==> src/rtl/row_sync_arbiter.sv <==
// Row responder: round-robin URAM arbitration across the row's cores, shared URAM
// port mux, and the all-locked barrier handshake with the host.
module row_sync_arbiter #(
  parameter int NUM_CORES = 8,
  parameter int IDX_W     = $clog2(NUM_CORES)
) (
  input  logic                     clk,
  input  logic                     reset,
  input  logic [NUM_CORES-1:0]     i_core_req,
  input  logic [NUM_CORES-1:0]     i_core_locked,
  output logic [NUM_CORES-1:0]     o_core_grant,
  output logic [NUM_CORES-1:0]     o_uram_emptied,
  input  logic [NUM_CORES-1:0]     i_core_uram_en,
  input  logic [NUM_CORES*12-1:0]  i_core_uram_addr,
  input  logic [NUM_CORES*32-1:0]  i_core_uram_wr_data,
  input  logic [NUM_CORES-1:0]     i_core_uram_wr_en,
  output logic                     o_uram_en,
  output logic [11:0]              o_uram_addr,
  output logic [31:0]              o_uram_wr_data,
  output logic                     o_uram_wr_en,
  output logic                     o_row_full,
  input  logic                     i_host_emptied
);

  typedef enum logic [1:0] {ARB_IDLE, ARB_GRANT, ARB_HOLDOFF} arb_state_t;
  typedef enum logic {BAR_RUN, BAR_FULL} bar_state_t;

  arb_state_t           arb_state;
  bar_state_t           bar_state;
  logic [IDX_W-1:0]     rr_ptr;
  logic [IDX_W-1:0]     grant_idx;
  logic [NUM_CORES-1:0] eligible;
  logic [IDX_W-1:0]     pick_idx;
  logic                 grant_active;

  assign eligible     = i_core_req & ~i_core_locked;
  assign grant_active = (arb_state == ARB_GRANT);

  // Scan downward so the lowest rotated offset from rr_ptr wins.
  always_comb begin
    int idx;
    idx      = 0;
    pick_idx = '0;
    for (int k = NUM_CORES - 1; k >= 0; k--) begin
      idx = int'(rr_ptr) + k;
      if (idx >= NUM_CORES) idx = idx - NUM_CORES;
      if (eligible[IDX_W'(idx)]) pick_idx = IDX_W'(idx);
    end
  end

  always_ff @(posedge clk) begin
    if (!reset) begin
      arb_state    <= ARB_IDLE;
      o_core_grant <= '0;
      grant_idx    <= '0;
      rr_ptr       <= '0;
    end else begin
      case (arb_state)
        ARB_IDLE: begin
          if (|eligible) begin
            o_core_grant <= NUM_CORES'(1) << pick_idx;
            grant_idx    <= pick_idx;
            arb_state    <= ARB_GRANT;
          end
        end
        ARB_GRANT: begin
          // Lock does not revoke an active grant; only the request drop ends it.
          if (!i_core_req[grant_idx]) begin
            o_core_grant <= '0;
            rr_ptr       <= (grant_idx == IDX_W'(NUM_CORES - 1)) ? '0 : grant_idx + 1'b1;
            arb_state    <= ARB_HOLDOFF;
          end
        end
        ARB_HOLDOFF: arb_state <= ARB_IDLE;
        default:     arb_state <= ARB_IDLE;
      endcase
    end
  end

  always_ff @(posedge clk) begin
    if (!reset) begin
      bar_state      <= BAR_RUN;
      o_row_full     <= 1'b0;
      o_uram_emptied <= '0;
    end else begin
      o_uram_emptied <= o_uram_emptied & i_core_locked;
      case (bar_state)
        BAR_RUN: begin
          if ((&i_core_locked) && arb_state == ARB_IDLE) begin
            o_row_full <= 1'b1;
            bar_state  <= BAR_FULL;
          end
        end
        BAR_FULL: begin
          // A lock drop outranks a simultaneous host acknowledge.
          if (!(&i_core_locked)) begin
            o_row_full <= 1'b0;
            bar_state  <= BAR_RUN;
          end else if (i_host_emptied) begin
            o_row_full     <= 1'b0;
            o_uram_emptied <= '1;
            bar_state      <= BAR_RUN;
          end
        end
        default: bar_state <= BAR_RUN;
      endcase
    end
  end

  always_comb begin
    o_uram_en      = 1'b0;
    o_uram_addr    = '0;
    o_uram_wr_data = '0;
    o_uram_wr_en   = 1'b0;
    for (int i = 0; i < NUM_CORES; i++) begin
      if (grant_active && grant_idx == IDX_W'(i)) begin
        o_uram_en      = i_core_uram_en[i];
        o_uram_addr    = i_core_uram_addr[i*12 +: 12];
        o_uram_wr_data = i_core_uram_wr_data[i*32 +: 32];
        o_uram_wr_en   = i_core_uram_wr_en[i];
      end
    end
  end

endmodule
==> config.mk <==
export PLATFORM = sky130hd
export DESIGN_NAME = row_sync_arbiter
export DESIGN_NICKNAME = d
export VERILOG_FILES = /design/src/rtl/row_sync_arbiter.sv
export SDC_FILE = /design/constraint.sdc
export NUM_CORES = 1
export LEC_CHECK = 0
export CORE_AREA = 2 2 173 175
export DETAILED_ROUTE_END_ITERATION = 8
export DIE_AREA = 0 0 175 177
export DONT_BUFFER_PORTS = 1
export PLACE_DENSITY = 0.31
export SYNTH_ARGS = -nofsm -noshare
export SYNTH_HDL_FRONTEND = slang
export SYNTH_SLANG_ARGS = --single-unit
==> constraint.sdc <==
create_clock -name clk -period 8.2 [get_ports clk]
set_input_delay 0.41 -clock clk [delete_from_list [all_inputs] [get_ports clk]]
set_output_delay 0.41 -clock clk [all_outputs]
set_load 0.01 [all_outputs]
Yosys cells after proc, flatten, opt, wreduce, memory -nomap -nowiden
Cells that the tools add are included.
{"block": "totals", "regBits": 26, "in_bits": 387, "out_inout_bits": 63, "wordCells": 169}
{"block": "op_classes", "addsub": 16, "n_lt_le_gt_ge": 17, "n_eq_ne": 12, "n_shift": 1, "mux": 92, "bitwise_logic": 5, "reduce_logical": 19}
{"operator": "two-way mux 32 bit", "count": 8}
{"operator": "two-way mux 12 bit", "count": 8}
{"operator": "two-way mux 3 bit", "count": 17}
{"operator": "less-than comparator 3 x 5 -> 1 bit, second input constant", "count": 8}
{"operator": "two-way mux 8 bit", "count": 5}
{"operator": "two-way mux 1 bit", "count": 39}
{"operator": "greater-or-equal comparator 4 bit, second input constant", "count": 7}
{"operator": "binary-select mux 1 bit (select 3 bit)", "count": 9}
{"operator": "subtractor 3 x 1 -> 3 bit, second input constant", "count": 8}
{"operator": "adder 3 x 3 -> 4 bit, second input constant", "count": 4}
{"operator": "bitwise AND 8 bit", "count": 2}
{"operator": "case mux 8 bit (2 select lines)", "count": 1}
{"operator": "== test 3 bit, second input constant", "count": 4}
{"operator": "logical AND 1 bit", "count": 9}
{"operator": "adder 3 x 2 -> 4 bit, second input constant", "count": 2}
{"operator": "NOT 8 bit", "count": 1}
{"operator": "AND reduction 2 bit", "count": 4}
{"operator": "AND reduction 8 bit", "count": 1}
{"operator": "OR reduction 8 bit", "count": 1}
{"operator": "<< shifter 1 x 3 -> 8 bit, first input constant", "count": 1}
{"operator": "== test 3 x 2 -> 1 bit, second input constant", "count": 2}
{"operator": "inequality test 2 bit, second input constant", "count": 3}
{"operator": "adder 3 x 1 -> 4 bit, second input constant", "count": 1}
{"operator": "greater-or-equal comparator 3 x 4 -> 1 bit, second input constant", "count": 1}
{"operator": "other kinds (13)", "count": 16}

Longest topological paths before layout
Gate-level depths: netlist (run 1).
{"block": "logic_depth", "word_depth": 17, "ltp_mapped": 11, "ltp_nobuf": 9}

Worst setup path after synthesis (run 1)
Ideal clock, no wire load.
{"block": "synth_path", "kind": "register to register", "startpoint": "register rr_ptr[0]", "endpoint": "register o_core_grant[3]", "setup_time_ps": 101, "arrival_ps": 2763, "required_time_ps": 8099, "path_slack_ps": 5336, "path_stages_with_launch": 12, "n_path_buf": 2, "synth_period_minus_slack_ps": 2864, "path_cell_list": "dfxtp_1 -> inv_2 -> buf_6 -> ha_1 -> buf_2 -> inv_1 -> mux4_2 -> a221oi_2 -> o21ai_1 -> a2111o_1 -> and3_4 -> o41ai_1"}
{"block": "synth_between", "elab_chain_cells": 17, "word_cells_on_any_way": 66, "cone_classes": "add/sub: 15; order compare: 8; shift: 1; mux: 42"}
{"item": "start, declared", "line": "30", "text": "logic [IDX_W-1:0] rr_ptr;"}
{"item": "start signal, assigned", "line": "70", "text": "rr_ptr <= (grant_idx == IDX_W'(NUM_CORES - 1)) ? '0 : grant_idx + 1'b1;"}
{"item": "adder 3 x 3 -> 4 bit", "line": "45", "text": "idx = int'(rr_ptr) + k;"}
{"item": "greater-or-equal comparator 4 bit / subtractor 3 x 1 -> 3 bit (equally long branches)", "line": "46", "text": "if (idx >= NUM_CORES) idx = idx - NUM_CORES;"}
{"item": "two-way mux 3 bit", "line": "46"}
{"item": "binary-select mux 1 bit (select 3 bit)", "line": "47", "text": "if (eligible[IDX_W'(idx)]) pick_idx = IDX_W'(idx);"}
{"item": "two-way mux 1 bit (not written as such) (2 in series)", "line": "47"}
{"item": "two-way mux 3 bit (7 in series)", "line": "47"}
{"item": "two-way mux 3 bit *", "line": "47"}
{"item": "<< shifter 1 x 3 -> 8 bit *", "line": "61", "text": "o_core_grant <= NUM_CORES'(1) << pick_idx;"}
{"item": "two-way mux 8 bit *", "line": "60", "text": "if (|eligible) begin"}
{"item": "case mux 8 bit (2 select lines) *", "line": "58", "text": "case (arb_state)"}
{"item": "end signal, assigned", "line": "61"}
{"item": "end, declared", "line": "11", "text": "output logic [NUM_CORES-1:0] o_core_grant,"}
Every way passes the cells marked *; elsewhere a longest branch is shown, timed or not. The select of a mux whose other input is x is not followed.
A chain may end at the register's enable or synchronous reset.

Final worst setup path (run 1)
{"block": "layout_path", "startpoint": "register grant_idx[1]", "endpoint": "output port o_uram_wr_data[0]"}
{"block": "layout_between", "elab_chain_cells": 10, "word_cells_on_any_way": 24, "cone_classes": "eq/ne: 7; mux: 8; reduce/logical: 9"}
{"item": "start, declared", "line": "31", "text": "logic [IDX_W-1:0] grant_idx;"}
{"item": "start signal, assigned", "line": "62", "text": "grant_idx <= pick_idx;"}
{"item": "logical NOT 3 bit", "line": "116", "text": "if (grant_active && grant_idx == IDX_W'(i)) begin"}
{"item": "logical AND 1 bit", "line": "116"}
{"item": "two-way mux 32 bit (7 in series)", "line": "116"}
{"item": "two-way mux 32 bit *", "line": "116"}
{"item": "end, declared", "line": "19", "text": "output logic [31:0] o_uram_wr_data,"}
Every way passes the cells marked *; elsewhere a longest branch is shown, timed or not.

==> impl_metrics.ini, run 1 <==
[run_status]
outcome = finished, final reports clean

[routing]
drt_iter0_markers = 538
vias_per_cell = 5.981
drc = 0
wl_mm = 34.21
num_vias = 6047
drt_pass1_iterations = 5
postRouteAntennaNets = 0
routedWlPerCell_um = 33.84

[clock_tree]
ctsResizeCount = 0
cts_hold_buf = 0
cts_buffers = 3
clock_latency_ns = 0.27
cts_sinks = 26
clockBufferDepth = 2
cts-root-buf = clkbuf_16
cts_tree = done
clkTransAtPathRegs_ns = 0.07
post_cts_buffers = 0
h-tree-depth = 1

[timing]
min_period_over_period_pct = 55.62
worst_slew_pin_slew_ns = 1.163
max_freq_mhz = 219.2
drv_slew = 0
fin_crit_ns = 4.561
setup_viol = 0
setup_tns_ns = 0
timing.slew.headroom_pct = 22.47
rsz0062_at_grt = false
fin_skew_ns = 0.009491
hold_violations = 0

[grt]
antenna_found_initial = 2
grt_pass1_wl_mm = 45.17
track_usage_pct = 20.21
overflow = 0
grt_pass1_vias = 5760
grt_max_degree = 65

[synthesis]
synth_cell_types = 58
ys_seq_elements = 26
yosysMostFrequentCell = nand2_1
yosysWarnings = 0
ys_top_cells_by_count = nand2_1, o211ai_1, clkbuf_1
synth.largest_area_cell = o211ai_1
synth-edff-count = 0
synth_flop_cell = dfxtp_1
yosys-top-cells-area = o211ai_1, dfxtp_1, a221o_1
asyncSetResetFlopFracSynth_pct = 0
syn_nets = 1070
syn_area_per_cell_um2 = 7.040
seq_area_frac_synth_pct = 10.95
synthCells = 675
syn_area_um2 = 4752
synth_top_area_share_pct = 14.69

[floorplan]
dieHeight_um = 177
fp.dieArea_um2 = 30980
fp.coreArea_um2 = 29240
pin_count = 450
fp.dieW_um = 175
start_util_pct = 16.25
row_count = 63

[critical_path]
critical_path.max_fanout = 46
critical_path_class = reg -> out
end_kind = output pin
crit_required_ns = 7.79
arrival_ns = 4.15
cp-start-kind = register

[worst_hold_path]
min_path_type = in -> reg

[power_and_ir_drop]
peakVddDrop_mv = 0.08883
finalPower_uw = 1681
p_seq_share_pct = 11.8
power_switching_share_pct = 57.62
intPower_uw = 712.5
power_density_nw_per_um2 = 324.2
switching_power_uw = 968.7
p_leak_uw = 0.001434
pwr-share-comb_pct = 79.7
pwr-share-clk_pct = 8.5

[placed_design]
place_congestion = 0.8819
port_buffers = 0
dpl_cell_area_um2 = 5072
dp_hpwl_mm = 27.49

[finish]
area_growth_pct = 9.110
nets = 1014
drive_gt1_share_pct = 7.443
final_core_util_pct = 17.73
design_area_um2 = 5185

[job]
cap_violations = 0
==> placed cells by master (no fill, tap or decap), drive strengths merged, types with 4 or more instances in the layout <==
cell / Yosys / final
a21oi: 18 / 18
a221o: 46 / 46
a221oi: 5 / 5
a22oi: 4 / 4
a311oi: 4 / 4
a31oi: 48 / 48
a32o: 4 / 4
and3: 6 / 6
buf: 14 / 11
dfxtp: 26 / 26
ha: 8 / 8
inv: 10 / 10
mux2i: 15 / 15
mux4: 16 / 16
nand2: 119 / 119
nand2b: 7 / 7
nand3: 6 / 6
nand4: 4 / 4
nor2: 17 / 17
nor2b: 11 / 11
o211ai: 93 / 93
o21ai: 49 / 49
o22ai: 47 / 47
o41ai: 4 / 4
==> routing by layer <==
metal  part of all wire [%]  GRT usage (%)  wire length (um)
met5                      0              0                 0
met4                    1.1          2.153               361
met3                     16          11.68              5417
met2                     42          29.56             14530
met1                     41          26.39             13910
==> state kept, by name, summed over array words and instances (netlist names) <==
name and flops:
arb_state 2, bar_state 1, grant_idx 3, o_core_grant 8
o_row_full 1, o_uram_emptied 8, rr_ptr 3
==> power groups by stage <==
stage,Combinational [uW],Clock [uW],Sequential (uW)
after CTS,1340,146,199
after floorplan,906,0,179
final,1340,143,199
after global placement,1330,0,202
after detailed placement,1330,0,201
after global routing,1460,149,204
==> worst paths after layout <==
kind,startpoint,end,slack (ns),cells after the start
worst min register to register,o_uram_emptied[2],o_uram_emptied[2],0.51,2
worst max register to register,rr_ptr[0],o_core_grant[2],4.57,9
worst min-delay path,reset,grant_idx[2],0.27,1
worst max-delay path,grant_idx[1],o_uram_wr_data[0],3.64,9
==> worst max-delay path: stages, from the launching register on <==
cell	delay, ns
dfxtp_1	0.46
inv_1	0.12
ha_1	0.24
nor2_1	0.09
and3_2	0.90
a221o_1	0.28
o21ai_0	0.15
o211ai_1	0.54
o211ai_1	0.27
a31oi_1	0.82
==> cell type report <==
type,count,area (um2)
Clock inverter,1,30.03
Timing Repair Buffer,11,82.58
Clock buffer,3,75.07
Multi-Input combinational cell,566,3940
Sequential cell,26,520.5
Tap cell,390,488.0
Inverter,11,41.29
Fill cell,3381,24060
Antenna cell,3,7.507
==> through the flow <==
step | setup slack [ns] | cells | hold slack, ns
after CTS | 3.682 | 1008 | 0.2684
after global routing | 3.402 | 1009 | 0.2682
after detailed placement | 3.972 | 1004 | 0.5057
after global placement | 3.982 | 1004 | 0.5013
after floorplan | 5.336 | 675 | 0.4780
final | 3.639 | 1011 | 0.2679
==> logic make-up (layout without fill, tap and decap cells) <==
group / Yosys count / in the layout / share of synthesized area, %
xor gates and xnor gates: 3 / 3 / 0.5530
DFF: 26 / 26 / 10.95
AOI/OAI and AO/OA: 334 / 334 / 50.21
muxes: 32 / 32 / 11.06
adders and majority gates: 8 / 8 / 2.106
other: 0 / 3 / 0
and+or+nand+nor: 189 / 189 / 18.25
buffers and inverters: 83 / 26 / 6.872
(Power assumes the default switching activity.)
==> run 2: changes to the inputs <==
clock period = 4.2 ns   (was 8.2 ns; I/O delays follow)
==> impl_metrics.ini, run 2 (same netlist as run 1, synthesis figures left out) <==
[run_status]
outcome = finished, final reports clean

[timing]
fin_crit_ns = 3.762
setup_viol = 0
min_period_over_period_pct = 89.57
max_freq_mhz = 265.8
setup_tns_ns = 0
rsz0062_at_grt = false
hold_violations = 0
drv_slew = 0
hold_ws_ns = 0.07142
timing.slew.headroom_pct = 27.55
worst_slew_pin_slew_ns = 1.083
fin_skew_ns = 0.005320

[clock_tree]
clkTransAtPathRegs_ns = 0.07
h-tree-depth = 1
ctsResizeCount = 0
cts_tree = done
cts_hold_buf = 0
post_cts_buffers = 0
cts_sinks = 26
cts_buffers = 3
clockBufferDepth = 2
clock_latency_ns = 0.26
cts-root-buf = clkbuf_16

[routing]
postRouteAntennaNets = 0
num_vias = 6070
wl_mm = 34.47
routedWlPerCell_um = 33.24
drt_pass1_iterations = 5
drt_iter0_markers = 607
drc = 0
vias_per_cell = 5.853

[floorplan]
start_util_pct = 16.25
fp.dieArea_um2 = 30980
fp.coreArea_um2 = 29240
fp.dieW_um = 175
row_count = 63
dieHeight_um = 177
pin_count = 450

[power_and_ir_drop]
finalPower_uw = 3467
peakVddDrop_mv = 0.2148
p_leak_uw = 0.001582
power_density_nw_per_um2 = 637.6

[placed_design]
place_congestion = 0.9180
dp_hpwl_mm = 28.59
port_buffers = 0

[critical_path]
arrival_ns = 3.55
r2r_start = rr_ptr[0]
cp-start-kind = register
cp_top_family = simple AND/OR/NAND/NOR gates
critical_path.max_fanout = 29
rr_worst_depth = 8
crit_required_ns = 3.99
cp_slowest_stage_delay_ns = 0.81
crit_buf_inv = 1
critPathMostFrequentCell = o211ai_1
startpoint = arb_state[0]
crit_slowest_cell = and3_2
rrSetupSlack_ns = 0.87
end_kind = output pin
cp.depth = 8
r2r-end = o_core_grant[2]
path_cells = nor2b_1, and3_2, a221o_1, o21ai_0, o211ai_1, o211ai_1, a31oi_1, buf_4
worstSetupEndpoint = o_uram_wr_data[20]
critical_path_class = reg -> out

[finish]
final_core_util_pct = 18.59
drive_gt1_share_pct = 11.04
area_growth_pct = 14.43
layout_common_cells = nand2_1, o211ai_1, o21ai_0, a31oi_1, o22ai_1
fillCellCount = 3340
top_regs = o_core_grant (8), o_uram_emptied (8)
nets = 1039
mostFrequentLayoutCell = nand2_1

[grt]
overflow = 0
antenna_found_initial = 8
track_usage_pct = 20.51
grt_pass1_vias = 5685
grt_pass1_wl_mm = 45.71
grt_max_degree = 59

[worst_hold_path]
min_path_type = in -> reg

[job]
cap_violations = 0
run 2: metal layers:
metal	GRT usage, %	routed length (um)
met1	26.80	14010
met2	28.80	14290
met3	13.06	5705
met4	2.708	417
met5	0	55
run 2: worst min-delay path by stage:
stage | end | startpoint | depth (start not counted) | slack [ns]
global route | grant_idx[2] | reset | 1 | 0.07
detailed placement | grant_idx[2] | reset | 1 | 0.34
CTS | grant_idx[2] | reset | 1 | 0.07
global placement | grant_idx[2] | reset | 1 | 0.35
finish | grant_idx[2] | reset | 1 | 0.07
floorplan | grant_idx[2] | reset | 1 | 0.33
run 2: worst reg2reg max path, delay by kind of cell, from the launching register on:
| family | cells | cell delay, ns |
|---|---|---|
| AND/OR/NAND/NOR | 1 | 0.24 |
| multiplexers | 1 | 0.41 |
| flip-flops | 1 | 0.58 |
| AO/OA/AOI/OAI | 4 | 1.44 |
| buffers and inverters | 1 | 0.07 |
| adder cells (fa/ha/maj) | 1 | 0.50 |
run 2: stage by stage:
stage,cell area (um2),setup WS [ns],std cells
after floorplan,4752,1.336,675
after global placement,5323,0.7979,1029
after detailed placement,5323,0.7810,1029
after CTS,5428,0.5177,1033
after global routing,5430,0.2434,1034
final,5438,0.4381,1037
run 2: layout make-up:
class | instances | area (um2) | area share (%)
multi-input cells | 566 | 3940 | 72.46
flip-flops and latches | 26 | 520.5 | 9.572
well taps | 390 | 488.0 | 8.974
repair buffers | 36 | 332.8 | 6.121
clock buffers | 3 | 75.07 | 1.381
inverters | 11 | 41.29 | 0.7593
clock inverters | 1 | 30.03 | 0.5522
diodes | 4 | 10.01 | 0.1841
run 2: report_power, final:
group	internal, uW	switching [uW]
sequential	298	99.6
clock	190	92.4
combinational	1080	1710
